`src/rtl/ram256_arb_pkg.sv`:
```
// Shared types and constants for the ram256 two-requester arbiter.
// Imported by the interface, the picker and the top.
package ram256_arb_pkg;

  localparam int AW_DEF = 8;
  localparam int DW_DEF = 16;

  typedef enum logic [1:0] {
    IDLE    = 2'd0,
    ISSUE   = 2'd1,
    CAPTURE = 2'd2
  } state_t;

  localparam logic REQ_A = 1'b0;
  localparam logic REQ_B = 1'b1;

endpackage

```
`src/rtl/ram256_arbiter_if.sv`:
```
// Requester and RAM-side signal bundle for ram256_arbiter.
// The slave view belongs to the arbiter; the master view belongs to its environment.
interface ram256_arbiter_if
  import ram256_arb_pkg::*;
#(
  parameter int AW = AW_DEF,
  parameter int DW = DW_DEF
);

  logic          a_req;
  logic          a_we;
  logic [AW-1:0] a_addr;
  logic [DW-1:0] a_wdata;
  logic          a_gnt;
  logic          a_rvalid;
  logic [DW-1:0] a_rdata;
  logic          a_wdone;

  logic          b_req;
  logic          b_we;
  logic [AW-1:0] b_addr;
  logic [DW-1:0] b_wdata;
  logic          b_gnt;
  logic          b_rvalid;
  logic [DW-1:0] b_rdata;
  logic          b_wdone;

  logic          ram_en;
  logic          ram_write;
  logic          ram_read;
  logic [AW-1:0] ram_address;
  logic [DW-1:0] ram_datain;
  logic [DW-1:0] ram_dataout;

  logic          busy;

  modport slave (
    input  a_req, a_we, a_addr, a_wdata,
    output a_gnt, a_rvalid, a_rdata, a_wdone,
    input  b_req, b_we, b_addr, b_wdata,
    output b_gnt, b_rvalid, b_rdata, b_wdone,
    output ram_en, ram_write, ram_read, ram_address, ram_datain,
    input  ram_dataout,
    output busy
  );

  modport master (
    output a_req, a_we, a_addr, a_wdata,
    input  a_gnt, a_rvalid, a_rdata, a_wdone,
    output b_req, b_we, b_addr, b_wdata,
    input  b_gnt, b_rvalid, b_rdata, b_wdone,
    input  ram_en, ram_write, ram_read, ram_address, ram_datain,
    output ram_dataout,
    input  busy
  );

endinterface

```
`src/rtl/ram256_arbiter_rr_arb2.sv`:
```
// Two-way round-robin picker; purely combinational, the last-winner pointer lives in the parent.
// req[0] is requester A, req[1] is requester B.
module rr_arb2
  import ram256_arb_pkg::*;
(
  input  logic [1:0] req,
  input  logic       last,
  output logic       valid,
  output logic       winner
);

  // On a tie the requester that did not win last time goes next.
  always_comb begin
    valid  = |req;
    winner = REQ_A;
    case (req)
      2'b01:   winner = REQ_A;
      2'b10:   winner = REQ_B;
      2'b11:   winner = ~last;
      default: winner = REQ_A;
    endcase
  end

endmodule

```
`src/rtl/ram256_arbiter.sv`:
```
// Round-robin arbiter and sequencer for the 256x16 single-port RAM.
// One command in flight at a time: ISSUE drives the RAM, CAPTURE returns the response.
module ram256_arbiter
  import ram256_arb_pkg::*;
#(
  parameter int AW = AW_DEF,
  parameter int DW = DW_DEF
) (
  input logic             clk,
  input logic             rst_n,
  ram256_arbiter_if.slave bus
);

  state_t        state;
  logic          rr_last;
  logic          lat_who;
  logic          lat_we;
  logic [AW-1:0] lat_addr;
  logic [DW-1:0] lat_wdata;

  logic          a_gnt_q, a_rvalid_q, a_wdone_q;
  logic          b_gnt_q, b_rvalid_q, b_wdone_q;
  logic [DW-1:0] a_rdata_q, b_rdata_q;
  logic          ram_en_q, ram_write_q, ram_read_q;
  logic [AW-1:0] ram_address_q;
  logic [DW-1:0] ram_datain_q;
  logic          busy_q;

  logic          pick_valid;
  logic          pick_winner;
  logic          win_we;
  logic [AW-1:0] win_addr;
  logic [DW-1:0] win_wdata;

  rr_arb2 u_pick (
    .req    ({bus.b_req, bus.a_req}),
    .last   (rr_last),
    .valid  (pick_valid),
    .winner (pick_winner)
  );

  assign win_we    = (pick_winner == REQ_B) ? bus.b_we    : bus.a_we;
  assign win_addr  = (pick_winner == REQ_B) ? bus.b_addr  : bus.a_addr;
  assign win_wdata = (pick_winner == REQ_B) ? bus.b_wdata : bus.a_wdata;

  // Pulses default low each cycle; CAPTURE both answers the current command and may accept the next.
  always_ff @(posedge clk or negedge rst_n) begin
    if (!rst_n) begin
      state         <= IDLE;
      rr_last       <= REQ_B;
      lat_who       <= REQ_A;
      lat_we        <= 1'b0;
      lat_addr      <= '0;
      lat_wdata     <= '0;
      a_gnt_q       <= 1'b0;
      a_rvalid_q    <= 1'b0;
      a_wdone_q     <= 1'b0;
      a_rdata_q     <= '0;
      b_gnt_q       <= 1'b0;
      b_rvalid_q    <= 1'b0;
      b_wdone_q     <= 1'b0;
      b_rdata_q     <= '0;
      ram_en_q      <= 1'b0;
      ram_write_q   <= 1'b0;
      ram_read_q    <= 1'b0;
      ram_address_q <= '0;
      ram_datain_q  <= '0;
      busy_q        <= 1'b0;
    end else begin
      a_gnt_q     <= 1'b0;
      b_gnt_q     <= 1'b0;
      a_rvalid_q  <= 1'b0;
      b_rvalid_q  <= 1'b0;
      a_wdone_q   <= 1'b0;
      b_wdone_q   <= 1'b0;
      ram_en_q    <= 1'b0;
      ram_write_q <= 1'b0;
      ram_read_q  <= 1'b0;
      busy_q      <= 1'b0;

      // The RAM output is only trusted here, one cycle after it sampled the read.
      if (state == CAPTURE) begin
        if (lat_we) begin
          if (lat_who == REQ_A) a_wdone_q <= 1'b1;
          else                  b_wdone_q <= 1'b1;
        end else begin
          if (lat_who == REQ_A) begin
            a_rdata_q  <= bus.ram_dataout;
            a_rvalid_q <= 1'b1;
          end else begin
            b_rdata_q  <= bus.ram_dataout;
            b_rvalid_q <= 1'b1;
          end
        end
      end

      case (state)
        IDLE, CAPTURE: begin
          if (pick_valid) begin
            state         <= ISSUE;
            rr_last       <= pick_winner;
            lat_who       <= pick_winner;
            lat_we        <= win_we;
            lat_addr      <= win_addr;
            lat_wdata     <= win_wdata;
            a_gnt_q       <= (pick_winner == REQ_A);
            b_gnt_q       <= (pick_winner == REQ_B);
            ram_en_q      <= 1'b1;
            ram_write_q   <= win_we;
            ram_read_q    <= ~win_we;
            ram_address_q <= win_addr;
            ram_datain_q  <= win_wdata;
            busy_q        <= 1'b1;
          end else begin
            state <= IDLE;
          end
        end
        ISSUE: begin
          state  <= CAPTURE;
          busy_q <= 1'b1;
        end
        default: state <= IDLE;
      endcase
    end
  end

  assign bus.a_gnt       = a_gnt_q;
  assign bus.a_rvalid    = a_rvalid_q;
  assign bus.a_rdata     = a_rdata_q;
  assign bus.a_wdone     = a_wdone_q;
  assign bus.b_gnt       = b_gnt_q;
  assign bus.b_rvalid    = b_rvalid_q;
  assign bus.b_rdata     = b_rdata_q;
  assign bus.b_wdone     = b_wdone_q;
  assign bus.ram_en      = ram_en_q;
  assign bus.ram_write   = ram_write_q;
  assign bus.ram_read    = ram_read_q;
  assign bus.ram_address = ram_address_q;
  assign bus.ram_datain  = ram_datain_q;
  assign bus.busy        = busy_q;

  ram_ctrl_legal: assert property (@(posedge clk) disable iff (!rst_n)
    !(ram_write_q && ram_read_q) && (ram_en_q || !(ram_write_q || ram_read_q)));

endmodule
```
`src/flat_wrapper.sv`:
```
// flat-port wrapper written by rule: the top's interface ports become plain ports
module ram256_arbiter_flat import ram256_arb_pkg::*;
#(
  parameter int AW = AW_DEF,
  parameter int DW = DW_DEF
)
  (clk, rst_n, bus_a_req, bus_a_we, bus_a_addr, bus_a_wdata, bus_a_gnt, bus_a_rvalid, bus_a_rdata, bus_a_wdone, bus_b_req, bus_b_we, bus_b_addr, bus_b_wdata, bus_b_gnt, bus_b_rvalid, bus_b_rdata, bus_b_wdone, bus_ram_en, bus_ram_write, bus_ram_read, bus_ram_address, bus_ram_datain, bus_ram_dataout, bus_busy);
  ram256_arbiter_if #(.AW(AW), .DW(DW)) bus_i ();
  input logic clk;
  input logic rst_n;
  input wire logic [$bits(bus_i.a_req)-1:0] bus_a_req;
  input wire logic [$bits(bus_i.a_we)-1:0] bus_a_we;
  input wire logic [$bits(bus_i.a_addr)-1:0] bus_a_addr;
  input wire logic [$bits(bus_i.a_wdata)-1:0] bus_a_wdata;
  output wire logic [$bits(bus_i.a_gnt)-1:0] bus_a_gnt;
  output wire logic [$bits(bus_i.a_rvalid)-1:0] bus_a_rvalid;
  output wire logic [$bits(bus_i.a_rdata)-1:0] bus_a_rdata;
  output wire logic [$bits(bus_i.a_wdone)-1:0] bus_a_wdone;
  input wire logic [$bits(bus_i.b_req)-1:0] bus_b_req;
  input wire logic [$bits(bus_i.b_we)-1:0] bus_b_we;
  input wire logic [$bits(bus_i.b_addr)-1:0] bus_b_addr;
  input wire logic [$bits(bus_i.b_wdata)-1:0] bus_b_wdata;
  output wire logic [$bits(bus_i.b_gnt)-1:0] bus_b_gnt;
  output wire logic [$bits(bus_i.b_rvalid)-1:0] bus_b_rvalid;
  output wire logic [$bits(bus_i.b_rdata)-1:0] bus_b_rdata;
  output wire logic [$bits(bus_i.b_wdone)-1:0] bus_b_wdone;
  output wire logic [$bits(bus_i.ram_en)-1:0] bus_ram_en;
  output wire logic [$bits(bus_i.ram_write)-1:0] bus_ram_write;
  output wire logic [$bits(bus_i.ram_read)-1:0] bus_ram_read;
  output wire logic [$bits(bus_i.ram_address)-1:0] bus_ram_address;
  output wire logic [$bits(bus_i.ram_datain)-1:0] bus_ram_datain;
  input wire logic [$bits(bus_i.ram_dataout)-1:0] bus_ram_dataout;
  output wire logic [$bits(bus_i.busy)-1:0] bus_busy;
  assign bus_i.a_req = bus_a_req;
  assign bus_i.a_we = bus_a_we;
  assign bus_i.a_addr = bus_a_addr;
  assign bus_i.a_wdata = bus_a_wdata;
  assign bus_a_gnt = bus_i.a_gnt;
  assign bus_a_rvalid = bus_i.a_rvalid;
  assign bus_a_rdata = bus_i.a_rdata;
  assign bus_a_wdone = bus_i.a_wdone;
  assign bus_i.b_req = bus_b_req;
  assign bus_i.b_we = bus_b_we;
  assign bus_i.b_addr = bus_b_addr;
  assign bus_i.b_wdata = bus_b_wdata;
  assign bus_b_gnt = bus_i.b_gnt;
  assign bus_b_rvalid = bus_i.b_rvalid;
  assign bus_b_rdata = bus_i.b_rdata;
  assign bus_b_wdone = bus_i.b_wdone;
  assign bus_ram_en = bus_i.ram_en;
  assign bus_ram_write = bus_i.ram_write;
  assign bus_ram_read = bus_i.ram_read;
  assign bus_ram_address = bus_i.ram_address;
  assign bus_ram_datain = bus_i.ram_datain;
  assign bus_i.ram_dataout = bus_ram_dataout;
  assign bus_busy = bus_i.busy;
  ram256_arbiter #(.AW(AW), .DW(DW)) u_core (.clk(clk), .rst_n(rst_n), .bus(bus_i));
endmodule
```
`config.mk`:
```
export PLATFORM = sky130hd
export DESIGN_NAME = ram256_arbiter_flat
export DESIGN_NICKNAME = d
export VERILOG_FILES = /design/src/rtl/ram256_arb_pkg.sv /design/src/rtl/ram256_arbiter_if.sv /design/src/rtl/ram256_arbiter_rr_arb2.sv /design/src/rtl/ram256_arbiter.sv /design/src/flat_wrapper.sv
export SDC_FILE = /design/constraint.sdc
export NUM_CORES = 1
export LEC_CHECK = 0
export CORE_ASPECT_RATIO = 2
export CORE_UTILIZATION = 37
export CTS_CLUSTER_DIAMETER = 200
export DETAILED_ROUTE_END_ITERATION = 10
export HOLD_SLACK_MARGIN = 0.06
export PLACE_DENSITY = 0.87
export SYNTH_ARGS = -nofsm -noshare
export SYNTH_HDL_FRONTEND = slang
export SYNTH_HIERARCHICAL = 1
export SYNTH_SLANG_ARGS = --single-unit
```
`constraint.sdc`:
```
create_clock -name clk -period 1.9 [get_ports clk]
set_clock_uncertainty 0.2 [all_clocks]
set_input_delay 0.475 -clock clk [delete_from_list [all_inputs] [get_ports clk]]
set_output_delay 0.475 -clock clk [all_outputs]
set_load 0.02 [all_outputs]
```
==> impl_metrics.json, run 1 <==
{
  "yosys.area.top_type": "dfrtp_1",
  "setup_viol": 0,
  "fillers": 616,
  "drc": 0,
  "hold_start": "u_core/bus.ram_address[3]",
  "cp.arrival_ns": 1.85,
  "cts-root-buf": "clkbuf_16",
  "core_um2": 7600,
  "synth-main-ff-cell": "dfrtp_1",
  "cts.sinks": 71,
  "cpMostUsedCell": "mux2_2",
  "dieArea_um2": 8270,
  "num_vias": 2052,
  "crit_required_ns": 1.91,
  "grt-ovfl-total": 0,
  "synth_top_area_share": 0.600,
  "syn_nets": 250,
  "leakage_nw": 2.15,
  "hold_class": "flip-flop to flip-flop",
  "synth.most_common_cell": "mux2_2",
  "period_minus_slack_ns": 1.85,
  "status": "finished, final reports clean",
  "r2r-start": "u_core/rr_last",
  "cp_max_fo": 5,
  "slew_violations": 0,
  "syn_area_per_cell_um2": 16.2,
  "path_buf_inv": 2,
  "layout_setup_ws_ns": 0.0535,
  "startpoint_type": "input port",
  "cts_tree": "yes",
  "worst_pin_slew_ns": 0.373,
  "min_to": "u_core/bus.ram_address[3]",
  "antennaDiodeCount": 0,
  "cpPeakStageDelay_ns": 0.32,
  "first_global_vias": 2319,
  "start_util": 0.384,
  "cp_cell_sequence": "dlygate4sd2_1 > a21boi_4 > bufbuf_16 > mux2_2 > mux2_2",
  "viasPerCell": 4.79,
  "drv_cap": 0,
  "seq_area_frac_synth": 0.609,
  "r2r_slack_ns": 0.08,
  "ir_drop_mv": 0.840,
  "criticalPathCategory": "input port to flip-flop",
  "critPathTopFamily": "multiplexers",
  "hold_violations": 0,
  "cp.depth": 5,
  "synth_edf_count": 0,
  "dp_hpwl_mm": 4.92,
  "min_path_cells": 1,
  "track_usage": 0.185,
  "r2r-end": "u_core/bus.ram_address[7]",
  "powerDensity_nw_per_um2": 1310,
  "grt_max_degree": 72,
  "netlist_area_um2": 2920,
  "rsz0062_at_grt": "no",
  "ant_nets": 0,
  "clock_latency_ns": 0.32,
  "firstDrtPassIters": 4,
  "yosys-top-cells-count": "mux2_2 (81), dfrtp_1 (70), buf_6 (5)",
  "grt_antenna_before_repair": 0,
  "final_cells": 428,
  "place_congestion": 0.758,
  "ys_top_cells_by_area": "dfrtp_1 (60%), mux2_2 (31%), buf_6 (1.9%)",
  "pre_cts_slack_ns": -0.447,
  "fp-row-count": 45,
  "htree_levels": 3,
  "drive_gt1_frac": 0.347,
  "wl_per_cell_um": 16.5,
  "die_w_um": 64.8,
  "slew_headroom": 0.751,
  "min_period_over_period": 0.972,
  "synth_cell_type_count": 21,
  "drtIter0Drc": 81,
  "grt_first_pass_wirelength_mm": 11.2,
  "io_buffers": 135,
  "area_growth_syn_to_layout_pct": 62.3,
  "die_h_um": 128,
  "max_freq_ghz": 0.542,
  "cp-end-kind": "flip-flop",
  "slowest_stage": "mux2_2",
  "nNetsFinal": 399,
  "cts_made_buffers": 9,
  "clk_pin_slew_worst_paths_ns": 0.05,
  "reg2regPathDepth": 4,
  "pin_count": 136,
  "wirelength_mm": 7.07,
  "ys_ff_latch": 71,
  "cts.path.max_buffers": 2,
  "postSynthCellCount": 180,
  "startpoint": "bus_a_req",
  "synth-async-reset-ratio": 1.00,
  "yosys_warnings": 6,
  "dpl.cell_count": 409
}
worst register-to-register path, stage by stage (launching register included):
cell,delay [ns]
dfstp_2,0.38
a21boi_4,0.24
bufbuf_16,0.30
mux2_2,0.32
mux2_2,0.26
logic make-up (layout without fill, tap and decap cells):
| logic type | after synthesis | count (layout) | share of synthesized area |
|---|---|---|---|
| multiplexers | 84 | 84 | 0.323 |
| buffers and inverters | 12 | 166 | 0.0296 |
| AND/OR/NAND/NOR | 12 | 12 | 0.0352 |
| AO/OA/AOI/OAI | 1 | 1 | 0.00257 |
| flip-flops | 71 | 71 | 0.609 |
sequential cells by signal (all words and copies together) (netlist names), 2 cells and up:
register	flops
u_core/bus.ram_address	8
u_core/bus.b_rdata	16
u_core/bus.a_rdata	16
u_core/bus.ram_datain	16
u_core/state	2
per-stage QoR:
step / instance area [um2] / utilization / total power [W] / hold slack (ns) / TNS [ns]
global placement: 4440 / 0.584 / 0.00479 / 0.272 / -10.06
floorplan: 2920 / - / 0.00351 / -0.0206 / -0.0198
global route: 4740 / 0.623 / 0.00649 / 0.304 / 0
finish: 4740 / 0.623 / 0.00619 / 0.288 / 0
CTS: 4740 / 0.623 / 0.00626 / 0.291 / 0
detailed placement: 4440 / 0.584 / 0.00487 / 0.283 / -11.41
routing by layer:
layer | up-vias | share of wire | GRT usage
met5 | - | 0 | 0
met4 | 0 | 0.027 | 0.0928
met3 | 15 | 0.062 | 0.0571
met2 | 82 | 0.59 | 0.342
met1 | 1023 | 0.32 | 0.177
li1 | 932 | - | -
worst max path at each step:
stage          slack, ns                   endpoint
6_report            0.05  u_core/bus.ram_address[7]
5_1_grt             0.01   u_core/bus.ram_datain[4]
4_1_cts             0.02   u_core/bus.ram_datain[0]
3_5_place_dp       -0.45  u_core/bus.ram_address[3]
3_3_place_gp       -0.41  u_core/bus.ram_address[3]
2_1_floorplan      -0.02  u_core/bus.ram_address[3]
cell usage in the layout (no fill, tap or decap):
cell	instances
clkbuf_8	3
mux2i_1	1
buf_8	1
nor2b_1	1
inv_2	1
bufinv_16	1
dfrtp_1	70
dfstp_2	1
nor4b_1	1
and2_1	2
mux2i_2	1
and4b_1	1
clkdlybuf4s50_1	66
buf_12	5
dlygate4sd3_1	1
clkbuf_1	1
bufbuf_16	1
mux2_1	1
clkbuf_16	9
buf_4	2
mux2_2	81
or2_2	1
nand2b_2	1
buf_6	1
or2_1	1
a21boi_4	1
dlygate4sd2_1	68
nor2_1	2
and4bb_2	1
buf_2	2
nor4b_4	1
inv_1	2
clkinv_2	2
report_power, final:
part | total (W) | internal, W | switching [W]
Sequential | 0.00228 | 0.00202 | 0.000263
Clock | 0.00171 | 0.00112 | 0.000589
Combinational | 0.00220 | 0.00109 | 0.00111
cell type report:
type	count	area [um2]	area share
Clock buffer	13	270	0.0571
Clock inverter	3	40.0	0.00845
Inverter	3	11.3	0.00238
Multi-Input combinational cell	97	1070	0.226
Sequential cell	71	1780	0.375
Tap cell	94	118	0.0248
Timing Repair Buffer	147	1450	0.306
timing repair:
action	in CTS	in global routing
hold endpoints to repair	70	0
resized for setup	73	0
hold buffers	1	0
setup endpoints to repair	93	2
cloned	2	0
pin swaps	1	1
buffers inserted	0	0
(Power assumes the default switching activity.)
==> inputs of run 2 (changes only) <==
--- a/config.mk
+++ b/config.mk
@@ -6,12 +6,14 @@
 export NUM_CORES = 1
 export LEC_CHECK = 0
 export CORE_ASPECT_RATIO = 2
-export CORE_UTILIZATION = 37
+export CORE_UTILIZATION = 28
 export CTS_CLUSTER_DIAMETER = 200
 export DETAILED_ROUTE_END_ITERATION = 10
 export HOLD_SLACK_MARGIN = 0.06
-export PLACE_DENSITY = 0.87
+export PLACE_DENSITY = 0.71
+export SLEW_MARGIN = 20
 export SYNTH_ARGS = -nofsm -noshare
 export SYNTH_HDL_FRONTEND = slang
 export SYNTH_HIERARCHICAL = 1
 export SYNTH_SLANG_ARGS = --single-unit
+export TNS_END_PERCENT = 20
==> run 2 against run 1 <==
Compared with the run above:
- die area increased by 31%
- worst hold slack got worse by 0.0083 ns
- register-to-register slack improved by 0.05 ns
- highest routed layer unchanged
- first-iteration DRC count decreased by 64%
- critical path type unchanged
- critical endpoint is now u_core/bus.ram_address[0]
- non-clock buffer count increased by 6
==> impl_metrics.json, run 2 (same netlist as run 1, synthesis figures left out) <==
{
  "status": "finished, final reports clean",
  "die_w_um": 74.2,
  "start_util": 0.287,
  "first_global_vias": 2307,
  "leakage_nw": 2.15,
  "dp_hpwl_mm": 5.44,
  "cp.arrival_ns": 1.84,
  "holdWs_ns": 0.280,
  "slew_headroom": 0.755,
  "drc": 0,
  "cts_tree": "yes",
  "grt_antenna_before_repair": 0,
  "rsz0062_at_grt": "no",
  "wl_per_cell_um": 15.4,
  "ant_nets": 0,
  "core_um2": 10100,
  "slowest_stage": "mux2_2",
  "layout_common_cells": "mux2_2 (81), dfrtp_1 (70), dlygate4sd2_1 (68), clkdlybuf4s50_1 (66), buf_4 (10)",
  "cts_made_buffers": 9,
  "io_buffers": 135,
  "fp-row-count": 52,
  "critPathTopFamily": "multiplexers",
  "drive_gt1_frac": 0.356,
  "startpoint_type": "input port",
  "cts.path.max_buffers": 2,
  "hold_start": "u_core/bus.ram_address[3]",
  "r2r-start": "u_core/rr_last",
  "track_usage": 0.146,
  "hold_violations": 0,
  "cts-root-buf": "clkbuf_16",
  "grt_max_degree": 31,
  "final_common_cell": "mux2_2",
  "viasPerCell": 4.27,
  "slew_violations": 0,
  "path_buf_inv": 2,
  "max_freq_ghz": 0.545,
  "cts.sinks": 71,
  "grt-ovfl-total": 0,
  "crit_required_ns": 1.91,
  "die_h_um": 146,
  "pre_cts_slack_ns": -0.422,
  "cp_cell_sequence": "dlygate4sd2_1 > a21boi_4 > bufbuf_16 > mux2_2 > mux2_2",
  "cpPeakStageDelay_ns": 0.32,
  "min_period_over_period": 0.966,
  "cp-end-kind": "flip-flop",
  "dieArea_um2": 10900,
  "area_growth_syn_to_layout_pct": 64.3,
  "cp_max_fo": 7,
  "hold_class": "flip-flop to flip-flop",
  "criticalPathCategory": "input port to flip-flop",
  "worst_pin_slew_ns": 0.368,
  "nNetsFinal": 405,
  "setup_viol": 0,
  "wirelength_mm": 7.32,
  "grt_first_pass_wirelength_mm": 11.6,
  "cpMostUsedCell": "mux2_2",
  "pin_count": 136,
  "powerDensity_nw_per_um2": 1250,
  "fillers": 981,
  "clock_latency_ns": 0.33,
  "startpoint": "bus_a_req",
  "power_w": 0.00599,
  "drv_cap": 0,
  "ir_drop_mv": 0.609,
  "drtIter0Drc": 29,
  "firstDrtPassIters": 3,
  "antennaDiodeCount": 0,
  "place_congestion": 0.681,
  "num_vias": 2027,
  "layout_setup_ws_ns": 0.0641,
  "htree_levels": 3,
  "period_minus_slack_ns": 1.84,
  "clk_pin_slew_worst_paths_ns": 0.06
}
run 2: cell count changes in the layout (fill, tap and decap cells not counted), sizes merged:
cell	change
clkinv	+1
clkinvlp	+3
bufinv	-1
buf	+6
clkbuf	-3
run 2: repair_timing:
action	in CTS	in global routing
hold buffers	1	0
hold endpoints to repair	24	0
setup buffers	3	0
setup endpoints to repair	90	0
resized for setup	69	0
run 2: cell type report:
class | count | area [um2] | share of cell area
tap | 135 | 169 | 0.0352
sequential | 71 | 1780 | 0.371
inverter | 3 | 11.3 | 0.00235
clock buffer | 10 | 229 | 0.0478
clock inverter | 6 | 37.5 | 0.00783
multi-input combinational | 97 | 1060 | 0.222
timing repair buffer | 153 | 1510 | 0.314
run 2: stage by stage:
| stage | instances | util | setup TNS (ns) | area (um2) |
|---|---|---|---|---|
| after global placement | 454 | 0.448 | -10.60 | 4540 |
| after floorplan | 180 | - | -0.0198 | 2920 |
| after CTS | 475 | 0.472 | 0 | 4790 |
| final | 475 | 0.472 | 0 | 4790 |
| after global routing | 475 | 0.472 | 0 | 4790 |
| after detailed placement | 454 | 0.448 | -10.69 | 4540 |
run 2: path summary, 6_finish.rpt:
kind / endpoint / depth (start not counted) / slack, ns
setup / recovery: u_core/bus.ram_address[0] / 5 / 0.06
hold / removal: u_core/bus.ram_address[3] / 1 / 0.28
setup reg to reg: u_core/bus.ram_address[0] / 4 / 0.13
hold reg to reg: u_core/bus.ram_address[3] / 1 / 0.28
max in group asynchronous: u_core/bus.a_rdata[10] / 3 / 0.59
min in group asynchronous: u_core/bus.b_rdata[4] / 2 / 0.41
run 2: where the power goes:
group	switching, W	internal, W
Combinational	0.00111	0.00111
Clock	0.000628	0.000875
Sequential	0.000250	0.00202
Total	0.00199	0.00401
run 2: routing by layer:
layer / part of all wire / routed length [um] / global-route usage
met1: 0.33 / 2420 / 0.135
met2: 0.59 / 4290 / 0.279
met3: 0.061 / 449 / 0.0393
met4: 0.021 / 151 / 0.0615
met5: 0 / 0 / 0
